--- src/rtl/instr_encoder.sv ---
// instr_encoder: assembles RV32I machine words from class/field requests and
// writes them sequentially into instruction memory through a write/ack port.
module instr_encoder #(
  parameter logic [31:0] BASE_ADDR = 32'h0000_0000,
  parameter int unsigned CNT_W     = 16
) (
  input  logic             clk,
  input  logic             reset,
  input  logic             start,
  input  logic             in_valid,
  output logic             in_ready,
  input  logic [3:0]       cls,
  input  logic [2:0]       funct3,
  input  logic             funct7b5,
  input  logic [4:0]       rd,
  input  logic [4:0]       rs1,
  input  logic [4:0]       rs2,
  input  logic [31:0]      imm,
  output logic             mem_we,
  output logic [31:0]      mem_addr,
  output logic [31:0]      mem_wdata,
  input  logic             mem_ack,
  output logic             busy,
  output logic [CNT_W-1:0] count,
  output logic             err,
  output logic [1:0]       err_code
);

  localparam logic [6:0] OP_LOAD   = 7'b0000011;
  localparam logic [6:0] OP_STORE  = 7'b0100011;
  localparam logic [6:0] OP_R      = 7'b0110011;
  localparam logic [6:0] OP_BRANCH = 7'b1100011;
  localparam logic [6:0] OP_IALU   = 7'b0010011;
  localparam logic [6:0] OP_JAL    = 7'b1101111;
  localparam logic [6:0] OP_AUIPC  = 7'b0010111;
  localparam logic [6:0] OP_LUI    = 7'b0110111;
  localparam logic [6:0] OP_JALR   = 7'b1100111;

  localparam logic [1:0] E_NONE  = 2'b00;
  localparam logic [1:0] E_CLASS = 2'b01;
  localparam logic [1:0] E_ALIGN = 2'b10;
  localparam logic [1:0] E_RANGE = 2'b11;

  typedef enum logic [0:0] {S_IDLE, S_WRITE} state_t;

  state_t             r_state, w_state_nxt;
  logic               r_we, w_we_nxt;
  logic [31:0]        r_addr, w_addr_nxt;
  logic [31:0]        r_wdata, w_wdata_nxt;
  logic [CNT_W-1:0]   r_count, w_count_nxt;
  logic               r_err, w_err_nxt;
  logic [1:0]         r_ecode, w_ecode_nxt;
  logic               r_busy, w_busy_nxt;

  logic [31:0]        w_word;
  logic [1:0]         w_ecode;
  logic               w_fit12, w_fit13, w_fit21, w_shamt_ok, w_is_shift;
  logic [6:0]         w_f7;

  // Immediate range predicates: upper bits must be a sign extension.
  always_comb begin
    w_fit12    = (imm[31:11] == {21{imm[11]}});
    w_fit13    = (imm[31:12] == {20{imm[12]}});
    w_fit21    = (imm[31:20] == {12{imm[20]}});
    w_shamt_ok = (imm[31:5] == 27'd0);
    w_is_shift = (funct3 == 3'b001) || (funct3 == 3'b101);
    w_f7       = {1'b0, funct7b5, 5'b00000};
  end

  // Combinational encoder: machine word plus the error it would raise.
  always_comb begin
    w_word  = 32'd0;
    w_ecode = E_NONE;
    case (cls)
      4'd0: begin
        w_word = {imm[11:0], rs1, funct3, rd, OP_LOAD};
        if (!w_fit12) w_ecode = E_RANGE;
      end
      4'd1: begin
        w_word = {imm[11:5], rs2, rs1, funct3, imm[4:0], OP_STORE};
        if (!w_fit12) w_ecode = E_RANGE;
      end
      4'd2: begin
        w_word = {w_f7, rs2, rs1, funct3, rd, OP_R};
      end
      4'd3: begin
        w_word = {imm[12], imm[10:5], rs2, rs1, funct3, imm[4:1], imm[11], OP_BRANCH};
        if (imm[0])        w_ecode = E_ALIGN;
        else if (!w_fit13) w_ecode = E_RANGE;
      end
      4'd4: begin
        if (w_is_shift) begin
          w_word = {w_f7, imm[4:0], rs1, funct3, rd, OP_IALU};
          if (!w_shamt_ok) w_ecode = E_RANGE;
        end else begin
          w_word = {imm[11:0], rs1, funct3, rd, OP_IALU};
          if (!w_fit12) w_ecode = E_RANGE;
        end
      end
      4'd5: begin
        w_word = {imm[20], imm[10:1], imm[11], imm[19:12], rd, OP_JAL};
        if (imm[0])        w_ecode = E_ALIGN;
        else if (!w_fit21) w_ecode = E_RANGE;
      end
      4'd6: w_word = {imm[31:12], rd, OP_AUIPC};
      4'd7: w_word = {imm[31:12], rd, OP_LUI};
      4'd8: begin
        w_word = {imm[11:0], rs1, 3'b000, rd, OP_JALR};
        if (!w_fit12) w_ecode = E_RANGE;
      end
      default: w_ecode = E_CLASS;
    endcase
  end

  // Next-state and next-output logic for the IDLE/WRITE controller.
  always_comb begin
    w_state_nxt = r_state;
    w_we_nxt    = r_we;
    w_addr_nxt  = r_addr;
    w_wdata_nxt = r_wdata;
    w_count_nxt = r_count;
    w_err_nxt   = r_err;
    w_ecode_nxt = r_ecode;
    in_ready    = 1'b0;
    case (r_state)
      S_IDLE: begin
        in_ready = !start;
        if (start) begin
          w_addr_nxt  = BASE_ADDR;
          w_count_nxt = '0;
          w_err_nxt   = 1'b0;
          w_ecode_nxt = E_NONE;
        end else if (in_valid) begin
          if (w_ecode == E_NONE) begin
            w_wdata_nxt = w_word;
            w_we_nxt    = 1'b1;
            w_state_nxt = S_WRITE;
          end else begin
            w_err_nxt = 1'b1;
            if (!r_err) w_ecode_nxt = w_ecode;
          end
        end
      end
      S_WRITE: begin
        if (mem_ack) begin
          w_we_nxt    = 1'b0;
          w_addr_nxt  = r_addr + 32'd4;
          if (r_count != {CNT_W{1'b1}}) w_count_nxt = r_count + CNT_W'(1);
          w_state_nxt = S_IDLE;
        end
      end
    endcase
    w_busy_nxt = (w_state_nxt == S_WRITE);
  end

  // State and output registers; reset drops the write strobe immediately.
  always_ff @(posedge clk or negedge reset) begin
    if (!reset) begin
      r_state <= S_IDLE;
      r_we    <= 1'b0;
      r_addr  <= BASE_ADDR;
      r_wdata <= 32'd0;
      r_count <= '0;
      r_err   <= 1'b0;
      r_ecode <= E_NONE;
      r_busy  <= 1'b0;
    end else begin
      r_state <= w_state_nxt;
      r_we    <= w_we_nxt;
      r_addr  <= w_addr_nxt;
      r_wdata <= w_wdata_nxt;
      r_count <= w_count_nxt;
      r_err   <= w_err_nxt;
      r_ecode <= w_ecode_nxt;
      r_busy  <= w_busy_nxt;
    end
  end

  assign mem_we    = r_we;
  assign mem_addr  = r_addr;
  assign mem_wdata = r_wdata;
  assign count     = r_count;
  assign err       = r_err;
  assign err_code  = r_ecode;
  assign busy      = r_busy;

endmodule

--- config.mk ---
export PLATFORM = sky130hd
export DESIGN_NAME = instr_encoder
export DESIGN_NICKNAME = d
export VERILOG_FILES = /design/src/rtl/instr_encoder.sv
export SDC_FILE = /design/constraint.sdc
export NUM_CORES = 1
export LEC_CHECK = 0
export CAP_MARGIN = 30
export CORE_MARGIN = 2
export CORE_UTILIZATION = 40
export CTS_CLUSTER_SIZE = 40
export DETAILED_ROUTE_END_ITERATION = 12
export PLACE_DENSITY = 0.74
export RECOVER_POWER = 100
export SETUP_SLACK_MARGIN = 0.1
export SKIP_LAST_GASP = 1
export SYNTH_ARGS = -nofsm -noshare
export SYNTH_HDL_FRONTEND = slang
export SYNTH_SLANG_ARGS = --single-unit
--- constraint.sdc ---
create_clock -name clk -period 2.05 [get_ports clk]
set_input_delay 0.41 -clock clk [delete_from_list [all_inputs] [get_ports clk]]
set_output_delay 0.41 -clock clk [all_outputs]
set_load 0.01 [all_outputs]
* Word level (Yosys, flattened, before mapping)
Cells that the tools add are included.
** Storage, ports and cells
- Flip-flop bits (word level) :: 85
- Latch bits :: 0
- Bits in writable memories :: 0
- Bits in read-only memories :: 0
- Input bits :: 60
- Output and inout port bits :: 86
- Memories kept :: 0
** Cells by class
- Add/subtract/negate cells :: 2
- Multipliers :: 0
- Divide/modulo/power cells :: 0
- Magnitude comparators :: 0
- Equal/unequal tests :: 22
- Shift-type cells :: 0
- Mux-type cells :: 35
- Bitwise gates (word level) :: 2
- Reduce and logical (&&, ||, !) cells :: 14
** Operator list (count)
- $pmux W32 S9 :: 1
- $mux W32 :: 3
- $pmux W32 S2 :: 1
- $mux W16 :: 3
- $add A32 B3 Y32 const B :: 1
- $pmux W16 S2 :: 1
- $logic_not A27 Y1 :: 1
- $mux W2 :: 11
- $eq A20 B20 Y1 :: 1
- $eq A19 B19 Y1 :: 1
- $add A16 B1 Y16 const B :: 1
- $eq A4 B3 Y1 const B :: 4
- $ne A16 B16 Y1 const B :: 1
- $ne A2 B2 Y1 const B :: 7
- $mux W1 :: 12
- $reduce_and A4 Y1 :: 3
- $eq A11 B11 Y1 :: 1
- $pmux W2 S5 :: 1
- $eq A4 B2 Y1 const B :: 2
- $reduce_and A3 Y1 :: 2
- $reduce_or A3 Y1 :: 2
- $eq A4 B1 Y1 const B :: 1
- $eq A4 B4 Y1 const B :: 1
- $logic_not A4 Y1 :: 1
- other kinds (10) :: 12

* Logic depth before layout (Yosys ltp)
Gate-level depths: netlist of the first run.
- Depth after elaboration :: 9
- Gate-level depth with buffers :: 10

* Least setup slack after synthesis of the first run
OpenSTA, ideal clock, no wires.
- Path type :: input port to flip-flop
- Start point :: in imm[14]
- End point :: reg r_wdata[10] (netlist: mem_wdata[10])
- Data arrival time :: 2613 ps
- Slack :: -688 ps
- Stages :: 8
- Buffers on the path :: 1
- Cell sequence :: or4_4 -> nand2b_4 -> o32a_4 -> a221oi_2 -> nor3b_4 -> nand4_4 -> buf_6 -> mux2_4
** Between the ends
- Longest elaborated chain between the ends :: 6
** Ends and longest elaborated chain
- from (decl) :: line 18 : input logic [31:0] imm,
- $eq A20 B20 Y1 (tied with other cells) :: line 62 : w_fit12 = (imm[31:11] == {21{imm[11]}});
- $mux W2 (on tied branches)
- $mux W2 (on tied branches) :: line 92, 88
- $pmux W2 S5 * :: line 74 : case (cls)
- $logic_not A2 Y1 * :: line 134 : if (w_ecode == E_NONE) begin
- $reduce_and A4 Y1 (no line) *
- to (signal assigned) :: line 171 : r_wdata <= w_wdata_nxt;
- to (decl) :: line 49 : logic [31:0] r_wdata, w_wdata_nxt;
Mark *: on every way between the ends. The rest lies on a longest branch, timed or not.
A chain may end at the register's enable or synchronous reset.

* Worst setup path in the final report of the first run
- Start point :: in imm[22]
- End point :: reg r_wdata[14] (netlist: mem_wdata[14])
** Between the ends
- Longest elaborated chain between the ends :: 6
** Ends and longest elaborated chain (line)
- $eq A20 B20 Y1 (tied with other cells) :: 62
- $mux W2 (on tied branches)
- $mux W2 (on tied branches) :: 92, 102, 88
- $pmux W2 S5 * :: 74
- $logic_not A2 Y1 * :: 134
- $reduce_and A4 Y1 (no line) *
Marked as above.

==> flow_metrics.tcl, run 1 <==
set metrics [dict create \
    crit_path_max_fanout 7 \
    vias 4571 \
    cp.buffers_inverters 3 \
    start_kind "input pin" \
    grt_pass1_vias 4578 \
    post-place-ws_ps -1210 \
    arrival_ps 2890 \
    synth-seq-cells 82 \
    start_util 0.409 \
    crit_slowest_cell "o32a_4" \
    timing.hold.ws_ps 480 \
    ant_nets 0 \
    wirelength_um 14700 \
    final_cells 840 \
    finClkSkew_ps 9.68 \
    fin_area_um2 7480 \
    period_minus_slack_ps 2670 \
    swShare 0.262 \
    synthCells 466 \
    drc 0 \
    cp_cell_sequence "clkdlybuf4s15_1, nor4_2, nand3_1, o32a_4, a221oi_4, nor3b_4, nand4_4, buf_12, buf_8, mux2_4" \
    hold_depth 3 \
    nNetsFinal 756 \
    routedWlPerCell_um 17.5 \
    violations "negative setup slack" \
    async_reset_ff_frac 1.00 \
    cap_violations 0 \
    mostFrequentLayoutCells "dlygate4sd3_1, dfrtp_1, buf_4" \
    cp_top_family "simple AND/OR/NAND/NOR gates" \
    setup_viol 51 \
    cts_tree "done" \
    dieArea_um2 12600 \
    slew_viol_final 0 \
    chipWidth_um 112 \
    seqPwrFrac 0.388 \
    finalSetupTns_ps -21610 \
    fmax_mhz 374 \
    initialDrtViolationCount 328 \
    num_io_pins 146 \
    synth.cell_area_um2 4670 \
    antenna_found_initial 0 \
    rsz0062_at_grt "yes" \
    cts-htree-levels 3 \
    rows 39 \
    yosys_warnings 0 \
    core-area_um2 11400 \
    hold_class "in -> reg" \
    grt_pass1_wl_um 23000 \
    grt_overflow 0 \
    cts_root_buf "clkbuf_16" \
    critPathKind "in -> reg" \
    ys.flop_type "dfrtp_1" \
    gp_congestion 0.963 \
    fin_crit_sh 1.30 \
    antennaDiodeCount 0 \
    hpwl_um 10500 \
    worstMarginPinSlew_ps 709 \
    cts.reportedPaths.clkPinSlew_ps 70 \
    synth_edf_count 0 \
    fin_util 0.655 \
    grt_util_all_layers 0.230 \
    dp_cells 806 \
    drtPass1Iterations 5 \
    cp-end-kind "flip-flop" \
    pwr-share-clk 0.356 \
    io_buffers 143 \
    critPathRequiredTime_ps 2270 \
    insertion_delay_ps 340 \
    crit_cells 10 \
    post_dp_cell_area_um2 6820 \
    p_sw_mw 1.31 \
    slew_headroom 0.527 \
    setup_slack_ps -621 \
    clockBufferDepth 2 \
    vdd_drop_max_uv 552 \
    numCtsBuffers 9 \
    reg2reg_depth 8 \
    drive_gt1_frac 0.271 \
    power.density_nw_per_um2 668 \
    cts_sinks 82 \
    synth.distinct_cells 60 \
    vias_per_cell 5.44 \
    p_int_mw 3.68 \
    p_total_mw 4.99 \
    status "finished, violations left" \
    cellLeakagePower_nw 3.56 \
    comb_power_share 0.257 \
    final_common_cell "dlygate4sd3_1" \
    grt_max_degree 57 \
    max_stage_delay_ps 400 \
    ys_seq_area_frac 0.440 \
    hold_viol_final 0 \
    area.growth.synth_to_final_pct 60.1 \
    die_h_um 112 \
    syn_area_per_cell_um2 10.0 \
]
-- cells in the mapped netlist, types with 8 or more instances --
| master | count | area share |
|---|---|---|
| inv_1 | 9 | 0.0072 |
| nand2_1 | 38 | 0.031 |
| nand3_1 | 25 | 0.027 |
| xor2_1 | 28 | 0.053 |
| dfrtp_1 | 82 | 0.44 |
| a22o_1 | 19 | 0.036 |
| mux2_2 | 8 | 0.019 |
| mux2_4 | 27 | 0.087 |
| o21ai_0 | 22 | 0.024 |
| xnor2_1 | 8 | 0.015 |
| a21oi_1 | 19 | 0.020 |
| nand4_1 | 13 | 0.017 |
| nor2_1 | 55 | 0.044 |
| clkbuf_1 | 15 | 0.012 |
-- power by group through the flow --
stage / Sequential (mW) / Clock [mW] / Combinational [mW]
detailed placement: 1.96 / 0 / 1.32
finish: 1.94 / 1.78 / 1.28
global route: 1.96 / 1.90 / 1.36
floorplan: 2.02 / 0 / 0.473
global placement: 1.96 / 0 / 1.29
CTS: 1.94 / 1.82 / 1.34
-- cell families (layout without fill, tap and decap cells) --
group / after synthesis / after routing / synth area share
DFF: 82 / 82 / 0.440
buffers and inverters: 33 / 263 / 0.0338
and+or+nand+nor: 183 / 183 / 0.201
adders and majority gates: 3 / 3 / 0.00804
xor gates and xnor gates: 36 / 36 / 0.0675
muxes: 39 / 39 / 0.115
other: 1 / 2 / 0.000803
AOI/OAI and AO/OA: 89 / 89 / 0.135
-- timing repair --
action / CTS / global route
gates cloned: 3 / 0
pin swaps: 11 / 20
hold buffers: 1 / 0
gates resized for setup: 44 / 47
endpoints found under the setup margin: 46 / 60
setup buffers: 7 / 14
endpoints found under the hold margin: 26 / 0
-- path summary, 6_finish.rpt --
kind	end	slack, ps	from
max in group asynchronous	mem_addr[2]	200	reset
setup reg to reg	count[11]	-180	busy
hold / removal	mem_addr[2]	480	start
setup / recovery	mem_wdata[14]	-620	imm[22]
min in group asynchronous	count[5]	650	reset
hold reg to reg	mem_we	490	mem_we
-- state kept, by name, summed over array words and instances, names as in the netlist --
register / cells
busy: 1
count: 16
err: 1
err_code: 2
mem_addr: 30
mem_wdata: 31
mem_we: 1
-- layer usage --
| metal | vias up | routed length, um | global-route usage |
|---|---|---|---|
| li1 | 2123 | - | - |
| met1 | 2214 | 5880 | 0.279 |
| met2 | 206 | 7570 | 0.399 |
| met3 | 28 | 897 | 0.0502 |
| met4 | 0 | 385 | 0.0911 |
| met5 | - | 0 | 0 |
-- tightest hold or removal path: cells and delay by family --
| kind | cells | cell delay, ps |
|---|---|---|
| buffers and inverters | 2 | 270 |
| AO/OA/AOI/OAI | 1 | 90 |
-- layout make-up --
type	instances	area [um2]
multi-input combinational	352	2690
tap	143	179
clock buffer	11	253
timing repair buffer	237	2180
inverter	11	41.3
sequential	82	2050
fill	927	3940
clock inverter	4	73.8
(Power assumes the default switching activity.)
==> run 2, diff against run 1 <==
--- a/config.mk
+++ b/config.mk
@@ -7,10 +7,10 @@
 export LEC_CHECK = 0
 export CAP_MARGIN = 30
 export CORE_MARGIN = 2
-export CORE_UTILIZATION = 40
+export CORE_UTILIZATION = 43
 export CTS_CLUSTER_SIZE = 40
 export DETAILED_ROUTE_END_ITERATION = 12
-export PLACE_DENSITY = 0.74
+export PLACE_DENSITY = 0.79
 export RECOVER_POWER = 100
 export SETUP_SLACK_MARGIN = 0.1
 export SKIP_LAST_GASP = 1
==> run 2 against run 1 <==
The run still ends with negative setup slack left. Sequential cell count stayed put. Clock power down 26%. Combinational power about the same. Clock skew rose by 2.2 ps. Setup slack lost 120 ps. Worst hold slack lost 70 ps. Non-clock buffer count up 5. Die area fell by 6.7%. Critical path depth grew 1. Global-route usage increased by 1.1 points. Total power is 9.1% lower. Critical path type unchanged. Critical endpoint is now mem_wdata[5]. Largest cell class unchanged. Largest power group unchanged.
==> flow_metrics.tcl, run 2 (same netlist as run 1, synthesis figures left out) <==
set metrics [dict create \
    gp_congestion 0.982 \
    num_io_pins 146 \
    largest_register_ffs 31 \
    core-area_um2 10700 \
    vias 4575 \
    cp-end-kind "flip-flop" \
    start_util 0.436 \
    slew_headroom 0.514 \
    cts-htree-levels 3 \
    clockBufferDepth 2 \
    finClkSkew_ps 11.9 \
    setup_slack_ps -742 \
    mostFrequentLayoutCells "dlygate4sd3_1, dfrtp_1, buf_4" \
    initialDrtViolationCount 196 \
    dp_cells 805 \
    grt_util_all_layers 0.240 \
    crit_slowest_cell "or4_4" \
    finalSetupTns_ps -22040 \
    timing.hold.ws_ps 410 \
    power.density_nw_per_um2 612 \
    grt_pass1_vias 4619 \
    p_sw_mw 1.25 \
    fin_crit_sh 1.36 \
    arrival_ps 3040 \
    cts_sinks 82 \
    p_int_mw 3.29 \
    cellLeakagePower_nw 3.49 \
    wirelength_um 14100 \
    cp_top_family "simple AND/OR/NAND/NOR gates" \
    cp.buffers_inverters 4 \
    drive_gt1_frac 0.263 \
    critPathRequiredTime_ps 2300 \
    post-place-ws_ps -1250 \
    comb_power_share 0.284 \
    drc 0 \
    cap_violations 0 \
    period_minus_slack_ps 2790 \
    post_dp_cell_area_um2 6840 \
    pwr-share-clk 0.290 \
    status "finished, violations left" \
    nNetsFinal 761 \
    drtPass1Iterations 4 \
    antenna_found_initial 0 \
    grt_overflow 0 \
    area.growth.synth_to_final_pct 58.9 \
    cp_cell_sequence "buf_6, or4_4, nand2b_4, o32a_4, a221oi_4, nor3b_4, nand4_4, buf_12, buf_8, buf_16, mux2_4" \
    ant_nets 0 \
    dieArea_um2 11700 \
    insertion_delay_ps 360 \
    rsz0062_at_grt "yes" \
    vdd_drop_max_uv 365 \
    fmax_mhz 358 \
    cts_root_buf "clkbuf_8" \
    final_cells 843 \
    final_common_cell "dlygate4sd3_1" \
    die_h_um 108 \
    swShare 0.276 \
    fin_util 0.693 \
    grt_max_degree 42 \
    seqPwrFrac 0.426 \
    hpwl_um 10500 \
    p_total_mw 4.54 \
    chipWidth_um 108 \
    cts_tree "done" \
    nFillCells 808 \
    critPathKind "in -> reg" \
    fin_area_um2 7420 \
    antennaDiodeCount 0 \
    hold_class "in -> reg" \
    cts.reportedPaths.clkPinSlew_ps 90 \
    start_kind "input pin" \
    io_buffers 143 \
    hold_viol_final 0 \
    rows 38 \
    numCtsBuffers 9 \
    reg2reg_setup_slack_ps -30 \
    vias_per_cell 5.43 \
    violations "negative setup slack" \
    setup_viol 38 \
    grt_pass1_wl_um 22000 \
    slew_viol_final 0 \
    routedWlPerCell_um 16.7 \
    worstMarginPinSlew_ps 723 \
    max_stage_delay_ps 550 \
    crit_path_max_fanout 4 \
]
-- run 2: path summary, 6_finish.rpt --
| check | from | to | cells after the start |
|---|---|---|---|
| max | imm[18] | mem_wdata[5] | 11 |
| min | imm[14] | mem_wdata[14] | 3 |
| max reg2reg | busy | mem_wdata[2] | 9 |
| min reg2reg | mem_we | mem_we | 2 |
| max in group asynchronous | reset | mem_wdata[23] | 3 |
| min in group asynchronous | reset | count[14] | 2 |
-- run 2: final cells by class --
class | instances | area, um2 | share of cell area
sequential | 82 | 2050 | 0.277
inverter | 11 | 41.3 | 0.00557
tap | 140 | 175 | 0.0236
clock inverter | 4 | 75.1 | 0.0101
multi-input combinational | 352 | 2640 | 0.356
clock buffer | 12 | 145 | 0.0196
timing repair buffer | 242 | 2290 | 0.308
-- run 2: routing by layer --
layer	routed length [um]	share of wire	global-route usage	vias to the layer above
met3	837	0.060	0.0380	30
met5	0	0	0	-
met4	348	0.025	0.0998	0
met2	7160	0.51	0.421	186
met1	5720	0.41	0.294	2213
li1	-	-	-	2146
-- run 2: timing repair --
action,in CTS,in global routing
hold buffers,1,0
pin swaps,12,14
buffers inserted,6,14
hold endpoints to repair,24,0
gates resized for setup,48,30
endpoints found under the setup margin,41,57
gates cloned,4,0
-- run 2: power groups by stage --
stage / registers [mW] / logic, mW / clock network, mW
finish: 1.94 / 1.29 / 1.32
global route: 1.96 / 1.38 / 1.41
CTS: 1.94 / 1.35 / 1.33
detailed placement: 1.96 / 1.31 / 0
global placement: 1.97 / 1.28 / 0
floorplan: 2.02 / 0.473 / 0
-- run 2: worst min-delay path: stages --
cell	delay, ps
buf_6	70
a22o_2	130
mux2_4	130
==> run 3, diff against run 2 <==
--- a/config.mk
+++ b/config.mk
@@ -8,6 +8,7 @@
 export CAP_MARGIN = 30
 export CORE_MARGIN = 2
 export CORE_UTILIZATION = 43
+export CTS_CLUSTER_DIAMETER = 200
 export CTS_CLUSTER_SIZE = 40
 export DETAILED_ROUTE_END_ITERATION = 12
 export PLACE_DENSITY = 0.79
==> results of run 3 <==
Final layout, timing and power as in run 2 (identical DEF).
